==> src/rtl/moesi_cache_line_controller.sv <==
// MOESI snooping controller for a direct-mapped set of cache lines.
// Sequences CPU misses and upgrades onto the bus and answers foreign snoops every cycle.
module moesi_cache_line_controller #(
    parameter int NUM_LINES = 4,
    parameter int ADDR_W    = 8
) (
    input  logic              clock,
    input  logic              reset,
    input  logic              cpu_req,
    input  logic              cpu_we,
    input  logic [ADDR_W-1:0] cpu_addr,
    output logic              cpu_done,
    output logic              cpu_hit,
    output logic              cpu_writeback,
    output logic              bus_req,
    output logic [1:0]        bus_op,
    output logic [ADDR_W-1:0] bus_addr,
    input  logic              bus_grant,
    input  logic              bus_ack,
    input  logic              bus_shared_in,
    input  logic              snoop_valid,
    input  logic [1:0]        snoop_op,
    input  logic [ADDR_W-1:0] snoop_addr,
    output logic              snoop_shared,
    output logic              snoop_abort,
    output logic [2:0]        snoop_from_state
);
    localparam int IDX_W = $clog2(NUM_LINES);
    localparam int TAG_W = ADDR_W - IDX_W;

    localparam logic [2:0] ST_I = 3'd0;
    localparam logic [2:0] ST_M = 3'd1;
    localparam logic [2:0] ST_S = 3'd2;
    localparam logic [2:0] ST_O = 3'd3;
    localparam logic [2:0] ST_E = 3'd4;

    localparam logic [1:0] OP_NONE  = 2'd0;
    localparam logic [1:0] OP_READ  = 2'd1;
    localparam logic [1:0] OP_RWITM = 2'd2;
    localparam logic [1:0] OP_INV   = 2'd3;

    localparam logic [2:0] FROM_M   = 3'd1;
    localparam logic [2:0] FROM_O   = 3'd3;
    localparam logic [2:0] FROM_E   = 3'd4;
    localparam logic [2:0] FROM_MEM = 3'd5;

    typedef enum logic [1:0] {IDLE, LOOKUP, BUS_REQ, BUS_WAIT} fsm_t;

    fsm_t              fsm_q, fsm_d;
    logic [2:0]        line_state_q [NUM_LINES];
    logic [2:0]        line_state_d [NUM_LINES];
    logic [TAG_W-1:0]  line_tag_q   [NUM_LINES];
    logic [TAG_W-1:0]  line_tag_d   [NUM_LINES];
    logic [2:0]        post_state   [NUM_LINES];
    logic [ADDR_W-1:0] req_addr_q, req_addr_d;
    logic              req_we_q, req_we_d;
    logic [1:0]        bus_op_q, bus_op_d;
    logic              bus_req_q, bus_req_d;
    logic              cpu_done_q, cpu_done_d;
    logic              cpu_hit_q, cpu_hit_d;

    logic [IDX_W-1:0]  snp_idx;
    logic [TAG_W-1:0]  snp_tag;
    logic [2:0]        snp_cur;
    logic [2:0]        snp_next;
    logic              snp_hit;

    logic [IDX_W-1:0]  req_idx;
    logic [TAG_W-1:0]  req_tag;
    logic [2:0]        lk_state;
    logic              lk_hit;
    logic              lk_victim;

    assign snp_idx = snoop_addr[IDX_W-1:0];
    assign snp_tag = snoop_addr[ADDR_W-1:IDX_W];
    assign snp_cur = line_state_q[snp_idx];
    // While we own the bus, any snoop on it is our own transaction and is ignored.
    assign snp_hit = snoop_valid && (fsm_q != BUS_WAIT) &&
                     (line_tag_q[snp_idx] == snp_tag) && (snp_cur != ST_I);

    always_comb begin
        snoop_shared     = 1'b0;
        snoop_abort      = 1'b0;
        snoop_from_state = FROM_MEM;
        snp_next         = snp_cur;
        if (snp_hit) begin
            case (snoop_op)
                OP_READ: begin
                    snoop_shared = 1'b1;
                    case (snp_cur)
                        ST_M: begin snp_next = ST_O; snoop_abort = 1'b1; snoop_from_state = FROM_M; end
                        ST_O: begin snoop_abort = 1'b1; snoop_from_state = FROM_O; end
                        ST_E: begin snp_next = ST_S; snoop_abort = 1'b1; snoop_from_state = FROM_E; end
                        default: ;
                    endcase
                end
                OP_RWITM: begin
                    snp_next = ST_I;
                    case (snp_cur)
                        ST_M: begin snoop_abort = 1'b1; snoop_from_state = FROM_M; end
                        ST_O: begin snoop_abort = 1'b1; snoop_from_state = FROM_O; end
                        ST_E: begin snoop_abort = 1'b1; snoop_from_state = FROM_E; end
                        default: ;
                    endcase
                end
                OP_INV:  snp_next = ST_I;
                default: ;
            endcase
        end
    end

    // The snoop update lands first; the CPU side then works on the post-snoop view.
    always_comb begin
        post_state = line_state_q;
        if (snp_hit) post_state[snp_idx] = snp_next;
    end

    assign req_idx   = req_addr_q[IDX_W-1:0];
    assign req_tag   = req_addr_q[ADDR_W-1:IDX_W];
    assign lk_state  = post_state[req_idx];
    assign lk_hit    = (line_tag_q[req_idx] == req_tag) && (lk_state != ST_I);
    assign lk_victim = (line_tag_q[req_idx] != req_tag) && ((lk_state == ST_M) || (lk_state == ST_O));

    always_comb begin
        fsm_d        = fsm_q;
        line_state_d = post_state;
        line_tag_d   = line_tag_q;
        req_addr_d   = req_addr_q;
        req_we_d     = req_we_q;
        bus_op_d     = bus_op_q;
        bus_req_d    = bus_req_q;
        cpu_done_d   = 1'b0;
        cpu_hit_d    = 1'b0;
        case (fsm_q)
            IDLE: begin
                if (cpu_req) begin
                    fsm_d      = LOOKUP;
                    req_addr_d = cpu_addr;
                    req_we_d   = cpu_we;
                end
            end
            LOOKUP: begin
                if (lk_hit && (!req_we_q || lk_state == ST_M || lk_state == ST_E)) begin
                    if (req_we_q) line_state_d[req_idx] = ST_M;
                    cpu_done_d = 1'b1;
                    cpu_hit_d  = 1'b1;
                    fsm_d      = IDLE;
                end else begin
                    fsm_d     = BUS_REQ;
                    bus_req_d = 1'b1;
                    bus_op_d  = lk_hit ? OP_INV : (req_we_q ? OP_RWITM : OP_READ);
                end
            end
            BUS_REQ: begin
                // An upgrade whose copy was snooped away must now fetch the line.
                if (bus_op_q == OP_INV && !lk_hit) bus_op_d = OP_RWITM;
                if (bus_grant) fsm_d = BUS_WAIT;
            end
            BUS_WAIT: begin
                if (bus_ack) begin
                    fsm_d               = IDLE;
                    bus_req_d           = 1'b0;
                    bus_op_d            = OP_NONE;
                    cpu_done_d          = 1'b1;
                    cpu_hit_d           = (bus_op_q == OP_INV);
                    line_tag_d[req_idx] = req_tag;
                    if (bus_op_q == OP_READ) line_state_d[req_idx] = bus_shared_in ? ST_S : ST_E;
                    else                     line_state_d[req_idx] = ST_M;
                end
            end
            default: fsm_d = IDLE;
        endcase
    end

    always_ff @(posedge clock) begin
        if (reset) begin
            fsm_q        <= IDLE;
            line_state_q <= '{default: ST_I};
            line_tag_q   <= '{default: '0};
            req_addr_q   <= '0;
            req_we_q     <= 1'b0;
            bus_op_q     <= OP_NONE;
            bus_req_q    <= 1'b0;
            cpu_done_q   <= 1'b0;
            cpu_hit_q    <= 1'b0;
        end else begin
            fsm_q        <= fsm_d;
            line_state_q <= line_state_d;
            line_tag_q   <= line_tag_d;
            req_addr_q   <= req_addr_d;
            req_we_q     <= req_we_d;
            bus_op_q     <= bus_op_d;
            bus_req_q    <= bus_req_d;
            cpu_done_q   <= cpu_done_d;
            cpu_hit_q    <= cpu_hit_d;
        end
    end

    assign cpu_done      = cpu_done_q;
    assign cpu_hit       = cpu_hit_q;
    assign bus_req       = bus_req_q;
    assign bus_op        = bus_op_q;
    assign bus_addr      = req_addr_q;
    // Writeback is flagged during LOOKUP itself, once the post-snoop victim state is known.
    assign cpu_writeback = (fsm_q == LOOKUP) && lk_victim;

endmodule

==> config.mk <==
export PLATFORM = sky130hd
export DESIGN_NAME = moesi_cache_line_controller
export DESIGN_NICKNAME = d
export VERILOG_FILES = /design/src/rtl/moesi_cache_line_controller.sv
export SDC_FILE = /design/constraint.sdc
export NUM_CORES = 1
export LEC_CHECK = 0
export BUFFER_PORTS_ARGS = -buffer_cell sky130_fd_sc_hd__buf_2
export CAP_MARGIN = 25
export CORE_UTILIZATION = 35
export DETAILED_ROUTE_END_ITERATION = 10
export HOLD_SLACK_MARGIN = 0.12
export PLACE_DENSITY = 0.59
export SLEW_MARGIN = 20
export SYNTH_ARGS = -nofsm -noshare
export SYNTH_HDL_FRONTEND = slang
export SYNTH_SLANG_ARGS = --single-unit
==> constraint.sdc <==
create_clock -name clock -period 13.8 [get_ports clock]
set_input_delay 2.76 -clock clock [delete_from_list [all_inputs] [get_ports clock]]
set_output_delay 2.76 -clock clock [all_outputs]
set_load 0.1 [all_outputs]
==> summary.txt, run 1 <==
Yosys
  – Synth Instances: 362
  – Synth top area share: 31.8%
  – Post-synth EDFFs: 0
  – Post-synthesis instance area: 0.00327 mm2
  – Most numerous cell in the Yosys netlist: nand2_1
  – Synth Area per Inst: 9.05 um2
  – Syn nets: 390
  – Synth top area cells: dfxtp_1 32%, mux4_2 10%, nand2_1 7.1%
  – Post-synthesis sequential element count: 52
  – Synth cell types: 53
  – Sequential fraction of the synthesis area: 31.8%
  – Yosys warns: 0
  – Async set-reset flop share out of synthesis: 0%
  – Most used DFF post-synth: dfxtp_1
  – Largest area contributor in the netlist: dfxtp_1
  – Synth cell count leaders: 62 x nand2_1, 52 x dfxtp_1, 34 x a21oi_1

Route
  – # DRC: 0
  – Via count: 2809
  – DRT antenna net count: 0
  – DR iter-0 viols: 264
  – WL per Instance: 16.8 um
  – Via density: 5.61
  – Final wirelength: 8.44 mm
  – Drt first pass iters: 4

Timing
  – Min Hold Slack: 0.476 ns
  – Final setup vio count: 0
  – Slew headroom: 37.6%
  – Final hold violation count: 0
  – Tcrit/Tclk final: 66.7%
  – Tmin final: 9.20 ns
  – FMAX: 109 MHz
  – RSZ-0062 raised after global routing: no
  – Slew Viols, Final: 0
  – Worst Skew: 0.00841 ns
  – Final worst setup slack: 4.60 ns
  – Slew @ Worst Pin: 0.932 ns
  – Setup TNS: 0 ns

Pwr
  – Peak supply drop: 0.0000623 V
  – Leakage dissipation: 0.00137 uW
  – Int Pwr: 247 uW
  – Sw Share: 31.1%
  – Pwr Density: 98.7 mW/mm2
  – Share of power burned in registers: 46.1%
  – Comb power frac: 18.3%
  – Psw: 111 uW
  – Clock power frac: 35.7%

CTS
  – Number of buffers created by CTS: 5
  – Root buffer cell: clkbuf_8
  – H-tree Lvls: 2
  – Clk buf depth: 2
  – Post_cts resized: 0
  – Total setup buffers inserted after CTS: 0
  – Cts hold-fix bufs: 0
  – Clk_lat worst skew: 0.31 ns
  – Reg clk slew, reported paths: 0.10 ns
  – TritonCTS clock tree: yes
  – # clock sinks: 52

Worst setup path
  – Register-to-Register Path Depth: 10
  – CP arrival: 6.44 ns
  – Reg-to-Reg Start: line_tag_q[14]$_SDFFE_PP0P_
  – Crit start category: input port
  – Crit-path most repeated cell: buf_2
  – Reg-to-reg setup timing slack: 9.56 ns
  – End point of the critical path: cpu_writeback
  – Beginning of the critical path: snoop_addr[1]
  – Critical path class: input port to output port
  – CP max FO: 14
  – Worst path cell trace: buf_2 -> mux4_1 -> xor2_1 -> or4_4 -> nor4b_4 -> mux2i_1 -> mux4_2 -> or2_4 -> nor3b_1 -> buf_2
  – Crit path required time: 11.04 ns
  – Critical Path Max Stage Delay: 0.61 ns
  – CP Capture Type: output port
  – Reg-to-Reg End: bus_op[1]$_SDFFE_PP0P_
  – Slowest-stage cell, CP: mux4_1

Layout
  – Antenna cell count: 0
  – Ratio of cells with drive above 1 in the final layout: 22.4%
  – Register area: 0.00104 mm2
  – Nets: 420
  – Final core occ: 40.9%
  – Area Growth Syn to Fin: 11.0%
  – Fill cells: 895
  – Multi-input logic area: 0.00206 mm2

Floorplanning
  – Area of the die: 0.00975 mm2
  – I/O Pins: 45
  – CORE AREA: 0.00889 mm2
  – Die H: 98.7 um
  – Starting density of the core: 36.8%
  – Rows: 34
  – Die width: 98.7 um

Placed design
  – Buffers on Ports: 44
  – Dpl ws: 4.61 ns
  – Post-DP HPWL: 6.22 mm
  – Placer Congestion: 0.896

Outcome
  – Status: finished, final reports clean

GRT
  – Largest net degree at the start of global routing: 53
  – Antenna violations before repair: 0
  – Vias in the first global route: 2646
  – First-pass GRT wire length: 13.8 mm
  – GRT Overall Usage: 18.0%
  – Remaining global-route overflow: 0

Flow run
  – Max_cap viols: 0

Min path
  – Hold Path Stages: 2
  – Hold WC Path Type: flop to flop
## kinds of logic (layout without fill, tap and decap cells)
group | after synthesis | in the layout | share of synthesized area (%)
and+or+nand+nor | 136 | 136 | 20.7
AOI/OAI and AO/OA | 81 | 81 | 16.2
DFF | 52 | 52 | 31.8
muxes | 46 | 46 | 21.6
buffers and inverters | 32 | 63 | 5.43
xor gates and xnor gates | 13 | 13 | 3.48
adders and majority gates | 2 | 2 | 0.764
## routing by layer
| layer | up-vias | global-route usage [%] | share of wire, % |
|---|---|---|---|
| met1 | 1332 | 25.9 | 46 |
| met5 | - | 0 | 0 |
| li1 | 1364 | - | - |
| met4 | 0 | 5.86 | 1.4 |
| met3 | 9 | 2.62 | 6.4 |
| met2 | 104 | 27.9 | 46 |
## worst min-delay path by stage
stage | start | endpoint | slack, ns
6_report | line_tag_q[2]$_SDFFE_PP0P_ | line_tag_q[2]$_SDFFE_PP0P_ | 0.48
5_1_grt | line_tag_q[12]$_SDFFE_PP0P_ | line_tag_q[12]$_SDFFE_PP0P_ | 0.50
4_1_cts | line_tag_q[2]$_SDFFE_PP0P_ | line_tag_q[2]$_SDFFE_PP0P_ | 0.48
3_3_place_gp | line_tag_q[19]$_SDFFE_PP0P_ | line_tag_q[19]$_SDFFE_PP0P_ | 0.45
2_1_floorplan | line_tag_q[15]$_SDFFE_PP0P_ | line_tag_q[15]$_SDFFE_PP0P_ | 0.44
3_5_place_dp | line_tag_q[2]$_SDFFE_PP0P_ | line_tag_q[2]$_SDFFE_PP0P_ | 0.46
## sequential cells by signal, summed over array words and instances (netlist names), named ones only
signal and count:
cpu_hit 1, bus_req 1, line_tag_q 24, bus_op 2
line_state_q 12, req_we_q 1, fsm_q 1, cpu_done 1
bus_addr 8
## stage by stage
stage	instances	power (uW)	cell area (um2)
final	501	359	3640
after global routing	501	374	3640
after CTS	501	361	3640
after detailed placement	493	234	3500
after global placement	493	234	3500
after floorplan	362	221	3270
## layout make-up
cell class                 count  share of cell area (%)
timing repair buffer          44                    6.06
tap                          108                    3.72
multi-input combinational    278                    56.7
inverter                      11                    1.14
sequential                    52                    28.6
clock buffer                   5                    1.89
clock inverter                 3                    1.89
## power by group through the flow
stage	Combinational (uW)	Sequential, uW	Clock (uW)
final	65.5	165	128
after CTS	65.8	165	130
after global routing	69.7	167	138
after floorplan	37.2	184	0
after global placement	65.2	169	0
after detailed placement	65.5	169	0
## layout by cell type, fill, tap and decap left out, types with 2 or more instances in the layout
master	n
nand2_1	62
dfxtp_1	52
buf_2	44
a21oi_1	34
nor2_1	28
mux2i_1	20
mux4_2	15
inv_1	11
xnor2_1	9
o21a_1	9
o21ai_0	9
mux2_2	8
a211oi_1	6
nand3_1	5
clkbuf_8	5
xor2_1	4
nor2b_1	4
nand2b_1	4
o211ai_1	4
nand4_1	4
o22ai_1	4
a221oi_1	4
mux4_1	3
nor3_1	3
nor3b_1	3
and3_1	3
o21ba_1	3
and4_1	2
nor3_2	2
or4b_2	2
o211a_1	2
nand3b_1	2
ha_1	2
bufinv_16	2
## worst max-delay path, delay by kind of cell
kind | cells | cell delay [ns]
XOR/XNOR | 1 | 0.17
AND/OR/NAND/NOR | 4 | 1.44
buffers and inverters | 2 | 0.76
multiplexers | 3 | 1.29
(Power assumes the default switching activity.)
==> run 2: changes to the inputs <==
clock period = 9.36 ns   (was 13.8 ns; I/O delays follow)
==> run 2 against run 1 <==
Non-clock buffer count is the same; clock power about the same; clock-buffer cell count is the same; first-iteration DRC count fell by 4.9%; sequential share of layout area rose by 0.40 points; flip-flop and latch count unchanged; routed wire length is 2.4% lower; highest routed layer unchanged.
==> summary.txt, run 2 (synthesis results as in run 1) <==
GRT
  – First-pass GRT wire length: 13.5 mm
  – Vias in the first global route: 2547
  – Remaining global-route overflow: 0
  – Largest net degree at the start of global routing: 53
  – GRT Overall Usage: 17.6%
  – Antenna violations before repair: 0

Route
  – Final wirelength: 8.24 mm
  – Drt first pass iters: 5
  – WL per Instance: 16.4 um
  – Via density: 5.50
  – # DRC: 0
  – DRT antenna net count: 0
  – DR iter-0 viols: 251
  – Via count: 2757

Layout
  – Largest register by flop count: line_tag_q
  – Final core occ: 40.3%
  – Most frequent cells in the layout: 62 x nand2_1, 52 x dfxtp_1, 44 x buf_2
  – Area Growth Syn to Fin: 9.51%
  – Nets: 420
  – Antenna cell count: 0
  – Commonest non-fill, non-tap cell in the layout: nand2_1
  – Max FFs per register: 24
  – Ratio of cells with drive above 1 in the final layout: 22.4%
  – Final Cell Area: 0.00359 mm2
  – Fill cells: 885

Timing
  – FMAX: 134 MHz
  – Final setup vio count: 0
  – Slew @ Worst Pin: 0.909 ns
  – Final hold violation count: 0
  – Slew Viols, Final: 0
  – Min Hold Slack: 0.475 ns
  – Slew headroom: 39.2%
  – Tcrit/Tclk final: 79.7%
  – Setup TNS: 0 ns
  – Worst Skew: 0.00735 ns
  – RSZ-0062 raised after global routing: no
  – Tmin final: 7.46 ns

Worst setup path
  – Critical path class: input port to output port
  – End point of the critical path: cpu_writeback
  – CP max FO: 14
  – Beginning of the critical path: snoop_addr[1]
  – CP arrival: 5.59 ns
  – Reg-to-Reg End: bus_op[0]$_SDFFE_PP0P_
  – Reg-to-reg setup timing slack: 5.13 ns
  – Reg-to-Reg Start: line_tag_q[14]$_SDFFE_PP0P_
  – CP Capture Type: output port
  – Crit path required time: 7.49 ns
  – Register-to-Register Path Depth: 10
  – Crit start category: input port

Min path
  – Hold path start: line_tag_q[2]$_SDFFE_PP0P_
  – Hold WC Path Type: flop to flop

Outcome
  – Status: finished, final reports clean

Floorplanning
  – Area of the die: 0.00975 mm2
  – CORE AREA: 0.00889 mm2
  – Die width: 98.7 um
  – Starting density of the core: 36.8%
  – Rows: 34
  – Die H: 98.7 um
  – I/O Pins: 45

CTS
  – Reg clk slew, reported paths: 0.09 ns
  – Post_cts resized: 0
  – Cts hold-fix bufs: 0
  – Clk_lat worst skew: 0.31 ns
  – Clk buf depth: 2
  – TritonCTS clock tree: yes
  – Number of buffers created by CTS: 5
  – Root buffer cell: clkbuf_8
  – # clock sinks: 52
  – H-tree Lvls: 2
  – Total setup buffers inserted after CTS: 0

Pwr
  – Leakage dissipation: 0.00135 uW
  – Peak supply drop: 0.0000796 V
  – Pwr Density: 131 mW/mm2

Placed design
  – Buffers on Ports: 44
  – Placed Area: 0.00350 mm2
  – Placer Congestion: 0.896
  – Post-DP HPWL: 6.12 mm

Flow run
  – Max_cap viols: 0
run 2: cell types whose count changed in the layout (fill, tap and decap cells not counted), sizes merged:
cell,delta
inv,-1
bufinv,-2
clkinv,+3
run 2: layout make-up:
type	count	area, um2	share of cell area (%)
multi-input cells	278	2060	57.5
inverters	11	41.3	1.15
repair buffers	44	220	6.14
flip-flops and latches	52	1040	29.0
well taps	108	135	3.77
clock inverters	3	18.8	0.523
clock buffers	5	68.8	1.92
run 2: report_power, final:
| part | switching, uW | internal [uW] | total [uW] | leakage [uW] |
|---|---|---|---|---|
| Combinational | 67.0 | 29.6 | 96.6 | 0.000883 |
| Clock | 76.4 | 52.3 | 129 | 0.0000479 |
| Sequential | 16.3 | 227 | 244 | 0.000421 |
| Total | 160 | 309 | 469 | 0.00135 |
run 2: how the worst min path moves through the flow:
stage | end | slack (ns) | cells past startpoint
6_report | line_tag_q[2]$_SDFFE_PP0P_ | 0.47 | 2
5_1_grt | line_tag_q[2]$_SDFFE_PP0P_ | 0.49 | 2
4_1_cts | line_tag_q[2]$_SDFFE_PP0P_ | 0.48 | 2
3_5_place_dp | line_tag_q[2]$_SDFFE_PP0P_ | 0.46 | 2
3_3_place_gp | line_tag_q[19]$_SDFFE_PP0P_ | 0.45 | 2
2_1_floorplan | line_tag_q[15]$_SDFFE_PP0P_ | 0.44 | 2
run 2: layer usage:
metal | global-route usage, % | vias to the layer above | routed length, um
li1 | - | 1367 | -
met2 | 28.4 | 99 | 3870
met4 | 3.79 | 0 | 70
met1 | 25.3 | 1285 | 3800
met5 | 0 | - | 0
met3 | 2.48 | 6 | 494
run 2: stage by stage:
stage	setup slack, ns	power, uW	cells
final	1.90	469	501
after global routing	1.69	492	501
after CTS	1.91	473	501
after detailed placement	1.92	345	493
after global placement	1.98	345	493
after floorplan	0.854	326	362
run 2: worst max-delay path: stages:
cell and delay (ns):
buf_2 0.31, mux4_2 0.56, xor2_1 0.16, or4_4 0.54
nor3_2 0.47, mux2i_1 0.17, mux4_2 0.51, or2_4 0.28
nor3b_1 0.22, buf_2 0.46
